==> config.mk <==
export PLATFORM = sky130hd
export DESIGN_NAME = stream_mux_nto1
export DESIGN_NICKNAME = d
export VERILOG_FILES = /design/src/rtl/stream_mux_pkg.sv /design/src/rtl/stream_mux_arb.sv /design/src/rtl/stream_mux_nto1.sv
export SDC_FILE = /design/constraint.sdc
export NUM_CORES = 1
export LEC_CHECK = 0
export BUFFER_PORTS_ARGS = -buffer_cell sky130_fd_sc_hd__buf_2
export CAP_MARGIN = 5
export CORE_MARGIN = 2
export CORE_UTILIZATION = 25
export CTS_BUF_LIST = sky130_fd_sc_hd__clkbuf_4
export DETAILED_ROUTE_END_ITERATION = 6
export SLEW_MARGIN = 20
export SYNTH_ARGS = -nofsm -noshare
export SYNTH_HDL_FRONTEND = slang
export SYNTH_HIERARCHICAL = 1
export SYNTH_SLANG_ARGS = --single-unit
export TNS_END_PERCENT = 20
==> constraint.sdc <==
create_clock -name clk -period 3.4 [get_ports clk]
set_clock_uncertainty 0.15 [all_clocks]
set_input_delay 0.17 -clock clk [delete_from_list [all_inputs] [get_ports clk]]
set_output_delay 0.17 -clock clk [all_outputs]
set_load 0.05 [all_outputs]
==> src/rtl/stream_mux_pkg.sv <==
// Shared constants and FSM state encoding for the N-to-1 packet-locking stream mux.
package stream_mux_pkg;

    localparam int DefaultW = 16;
    localparam int DefaultN = 4;

    typedef logic [0:0] state_t;

    localparam state_t StIdle   = 1'b0;
    localparam state_t StLocked = 1'b1;

endpackage

==> src/rtl/stream_mux_arb.sv <==
// Combinational arbiter: rotating-priority search from ptr_i, or only the locked channel
// while a packet is in flight. A constant zero pointer yields fixed lowest-index priority.
module stream_mux_arb
    import stream_mux_pkg::*;
#(
    parameter int N = DefaultN
) (
    input  logic [N-1:0]         req_i,
    input  logic [$clog2(N)-1:0] ptr_i,
    input  logic                 lock_i,
    input  logic [$clog2(N)-1:0] lock_idx_i,
    output logic [N-1:0]         gnt_o
);

    logic found;
    int   idx;

    always_comb begin
        gnt_o = '0;
        found = 1'b0;
        idx   = 0;
        if (lock_i) begin
            gnt_o[lock_idx_i] = req_i[lock_idx_i];
        end else begin
            for (int k = 0; k < N; k++) begin
                idx = (int'(ptr_i) + k) % N;
                if (!found && req_i[idx]) begin
                    gnt_o[idx] = 1'b1;
                    found      = 1'b1;
                end
            end
        end
    end

endmodule

==> src/rtl/stream_mux_nto1.sv <==
// N-to-1 stream mux with a single output register and per-packet channel lock.
// Define STREAM_MUX_RR_EN for round-robin arbitration; otherwise fixed lowest-index priority.
module stream_mux_nto1
    import stream_mux_pkg::*;
#(
    parameter int W = DefaultW,
    parameter int N = DefaultN
) (
    input  logic                 clk,
    input  logic                 rst_n,
    input  logic                 en,
    input  logic [N-1:0]         in_valid,
    output logic [N-1:0]         in_ready,
    input  logic [N*W-1:0]       in_data,
    input  logic [N-1:0]         in_last,
    output logic                 out_valid,
    input  logic                 out_ready,
    output logic [W-1:0]         out_data,
    output logic                 out_last,
    output logic [$clog2(N)-1:0] out_sel,
    output logic                 busy
);

    localparam int SW = $clog2(N);

    state_t          state_q, state_d;
    logic [SW-1:0]   lock_idx_q, lock_idx_d;
    logic            out_valid_q, out_valid_d;
    logic [W-1:0]    out_data_q, out_data_d;
    logic            out_last_q, out_last_d;
    logic [SW-1:0]   out_sel_q, out_sel_d;

    logic [SW-1:0]   ptr;
    logic [N-1:0]    gnt;
    logic            stage_free;
    logic            accept;
    logic [SW-1:0]   acc_idx;
    logic [W-1:0]    acc_data;
    logic            acc_last;

    stream_mux_arb #(
        .N (N)
    ) u_arb (
        .req_i      (in_valid),
        .ptr_i      (ptr),
        .lock_i     (state_q == StLocked),
        .lock_idx_i (lock_idx_q),
        .gnt_o      (gnt)
    );

    // The grant is always a subset of in_valid, so any ready bit means a handshake.
    assign stage_free = !out_valid_q | out_ready;
    assign in_ready   = (stage_free & en) ? gnt : '0;
    assign accept     = |in_ready;

    always_comb begin
        acc_idx  = '0;
        acc_data = '0;
        acc_last = 1'b0;
        for (int i = 0; i < N; i++) begin
            if (gnt[i]) begin
                acc_idx  = SW'(i);
                acc_data = in_data[i*W +: W];
                acc_last = in_last[i];
            end
        end
    end

    always_comb begin
        out_valid_d = out_valid_q;
        out_data_d  = out_data_q;
        out_last_d  = out_last_q;
        out_sel_d   = out_sel_q;
        if (accept) begin
            out_valid_d = 1'b1;
            out_data_d  = acc_data;
            out_last_d  = acc_last;
            out_sel_d   = acc_idx;
        end else if (out_ready) begin
            out_valid_d = 1'b0;
        end
    end

    always_comb begin
        state_d    = state_q;
        lock_idx_d = lock_idx_q;
        if (accept) begin
            if (state_q == StIdle && !acc_last) begin
                state_d    = StLocked;
                lock_idx_d = acc_idx;
            end else if (state_q == StLocked && acc_last) begin
                state_d = StIdle;
            end
        end
    end

`ifdef STREAM_MUX_RR_EN
    logic [SW-1:0] ptr_q, ptr_d;

    always_comb begin
        ptr_d = ptr_q;
        if (accept && acc_last) begin
            ptr_d = (acc_idx == SW'(N - 1)) ? '0 : acc_idx + 1'b1;
        end
    end

    always_ff @(posedge clk or negedge rst_n) begin
        if (!rst_n) begin
            ptr_q <= '0;
        end else begin
            ptr_q <= ptr_d;
        end
    end

    assign ptr = ptr_q;
`else
    assign ptr = '0;
`endif

    always_ff @(posedge clk or negedge rst_n) begin
        if (!rst_n) begin
            state_q     <= StIdle;
            lock_idx_q  <= '0;
            out_valid_q <= 1'b0;
            out_data_q  <= '0;
            out_last_q  <= 1'b0;
            out_sel_q   <= '0;
        end else begin
            state_q     <= state_d;
            lock_idx_q  <= lock_idx_d;
            out_valid_q <= out_valid_d;
            out_data_q  <= out_data_d;
            out_last_q  <= out_last_d;
            out_sel_q   <= out_sel_d;
        end
    end

    assign out_valid = out_valid_q;
    assign out_data  = out_data_q;
    assign out_last  = out_last_q;
    assign out_sel   = out_sel_q;
    assign busy      = (state_q == StLocked);

endmodule

==> summary.txt <==
Worst setup path
  • Crit-path slowest cell: or4bb_1
  • Worst-case reg-to-reg path depth: 9
  • Critical Path End Type: flip-flop
  • Crit Path Class: flip-flop to flip-flop
  • Worst Path Buf+Inv: 0
  • Crit-path max FO: 11
  • Worst path top cell family by delay: simple AND/OR/NAND/NOR gates
  • Crit. path cell count: 9
  • Critical path, cell by cell: or4bb_1, o21ai_0, a221oi_1, a32oi_1, nand3b_1, a211o_1, ha_1, nand4b_1, mux2_2
  • Critical path arrival: ~3 ns
  • Startpoint class of the critical path: flip-flop
  • Worst Path Required: 3.46 ns
  • Max stage delay on crit path: 0.52 ns

Synthesis
  • Top cell type's share of synthesized area: 27.32%
  • Post-Syn Instances: 250
  • Mapped Area: around 2100 um^2
  • Synth area leader: dfrtp_1
  • Synth top area cells: dfrtp_1 27%, a31oi_1 9.5%, a221o_1 7.6%
  • Post-Syn Area per Cell: 8.428 um^2
  • Async set-reset flop share out of synthesis: 100.0%
  • Post-synth top flop: dfrtp_1
  • Seq cells post-synth: 23
  • Yosys cell types: 38
  • Sequential share of the synthesized area: 27.32%
  • Number of synthesized flops with an enable pin: 0
  • YS warnings: 6

Finish
  • Fin nets: around 440
  • Multi-input logic area: 1360 um^2
  • Register Area: 576.8 um^2
  • ANT cells: 0
  • Share of cells above drive strength 1: roughly a third
  • Fin cells: 462
  • Fill count: 863
  • Layout overhead on the synthesized area: 37.47%

STA
  • Setup tns final: 0 ns
  • Final Max Slew Viols: 0
  • RSZ-0062 raised after global routing: no
  • Final setup viols: 0
  • Final worst path period share: 86.74%
  • Tmin final: 2.949 ns
  • Max Freq: 0.3391 GHz
  • Slew headroom: roughly 64%
  • Worst Tran Pin Value: 0.5368 ns
  • Setup WS post-layout: 0.4507 ns
  • Final hold violation count: 0

GRT
  • GR peak layer: met2
  • Antenna violations before repair: 0
  • Global-route wire length before repair: between 10 and 15 mm
  • Met1 Use GR: about 18%
  • Met3 Usage GRT: 3.054%
  • Met2 global-route usage: between 20% and 30%
  • Largest net degree at the start of global routing: 35
  • Overflow after GRT: 0
  • Tot GR Track Use: 14.29%
  • Vias in the first global route: between 2,000 and 2,500

Drt
  • Wire per inst: approximately 15 um
  • Drt drc: 0
  • DR vias: 2,348
  • Via density: 5.082
  • DRT Pass-1 Iters: 4
  • Post-Route WL: 6.846 mm
  • DR iter-0 viols: 108
  • Routed Antenna Nets: 0

Clocking
  • CTS root buffer: clkbuf_4
  • Reg clk slew, reported paths: 0.13 ns
  • Resize count post-CTS: 0
  • Clk buf depth: 2
  • Skew-Pair Late Insertion Delay: 0.31 ns
  • # clock sinks: 23
  • TritonCTS clock tree: yes
  • TritonCTS buffer count: 3
  • H-tree depth: 1

Placement
  • DPL Wire Length: approximately 5.1 mm
  • PortBufs: 100
  • Cells after DPL: 441
  • Pre-CTS setup slack: 0.2973 ns
  • Routability cong.: 0.7886

Outcome
  • Status: finished, final reports clean

Pwr
  • Worst IR drop on VDD: 226.3 uV
  • Leakage: approximately 0.0013 uW
  • Power Dens Cells: ~740 nW/um^2

Job
  • Max Cap Viol: 0

Die
  • Die Y: ~96 um
  • Initial core utilization: 25.77%
  • Row count: 33
  • Die area: 9179 um^2
  • Chip Width: around 96 um
  • Core area: ~8000 um^2
  • Io pins: 101

Min path
  • Hold Crit Depth: 4
  • Hold crit path type: primary input to flip-flop
## per-stage QoR
| step | cell area [um^2] | util (%) | hold WS (ns) | power, uW |
|---|---|---|---|---|
| after floorplan | 2131 | - | -0.2756 | 1651 |
| after global placement | 2696 | 32.98 | 0.02471 | 1990 |
| after detailed placement | 2696 | 32.98 | 0.03555 | 2005 |
| after CTS | 2897 | 35.43 | 0.06611 | 2161 |
| after global routing | 2897 | 35.43 | 0.07596 | 2297 |
| final | 2897 | 35.43 | 0.07700 | 2152 |
## registers in the layout (all words and copies together) (netlist names)
name	flops
out_data	16
lock_idx_q	2
out_sel	2
busy	1
out_last	1
out_valid	1
## power breakdown
group	internal (uW)	switching, uW	total, uW
Sequential	413	92.3	506
Clock	53.8	84.3	138
Combinational	494	1010	1510
## cell type report
cell class	instances	area share, %
clock buffer	4	1.037
inverter	22	2.851
multi-input combinational	185	46.95
sequential	23	19.91
tap	105	4.536
timing repair buffer	123	24.71
## tightest hold or removal path, cell delays in order
cell and delay (ns):
buf_2 0.10, inv_1 0.04, a221o_1 0.13, a31oi_1 0.07
## final timing paths
path / startpoint / endpoint / slack (ns)
setup reg to reg: busy / busy / 0.45
min in group asynchronous: rst_n / out_data[9] / 0.20
max in group asynchronous: rst_n / busy / 2.51
hold / removal: in_data[34] / out_data[2] / 0.08
setup / recovery: busy / busy / 0.45
hold reg to reg: out_sel[1] / out_sel[1] / 0.36
## cell usage in the layout, fill, tap and decap left out, drive strengths merged
cell and instances:
mux2i 6, dlygate4sd3 17, nor2b 1, ha 7
dfrtp 23, nand4b 3, a21o 1, nand2 32
a211oi 1, nand2b 5, nand4 2, a32oi 4
a31oi 32, or4bb 1, mux2 4, inv 22
conb 7, o22ai 4, nand3b 17, a211o 1
nor2 3, o21ai 4, a21oi 16, a221o 16
mux4 4, and3 4, o2bb2ai 1, nor4b 1
or4 1, nor3b 2, clkbuf 4, nand3 1
a221oi 4, buf 106
## Yosys cell counts (4+ instances only)
master	count
a31oi_1	32
nand2_1	32
dfrtp_1	23
inv_1	22
nand3b_1	17
a21oi_1	16
a221o_1	16
clkbuf_1	14
ha_1	7
mux2i_1	6
buf_2	5
nand2b_1	5
a221oi_1	4
a32oi_1	4
buf_6	4
mux4_2	4
o21ai_0	4
o22ai_1	4
## routing by layer
metal / vias up / part of all wire [%]
li1: 1150 / -
met1: 1122 / 42
met2: 68 / 50
met3: 8 / 6.3
met4: 0 / 1.5
met5: - / 0
## cell families after synthesis
| kind of cell | after synthesis | synth area share [%] |
|---|---|---|
| buffers and inverters | 48 | 10.27 |
| AND/OR/NAND/NOR | 73 | 20.72 |
| adder cells (fa/ha/maj) | 7 | 4.157 |
| flip-flops | 23 | 27.32 |
| other | 1 | 0.1780 |
| multiplexers | 14 | 9.442 |
| AO/OA/AOI/OAI | 84 | 27.91 |
## repair_timing
action                                 CTS  global route
hold buffers                            17             0
endpoints found under the hold margin   39             0
buffers inserted                         0             0
(Power assumes the default switching activity.)
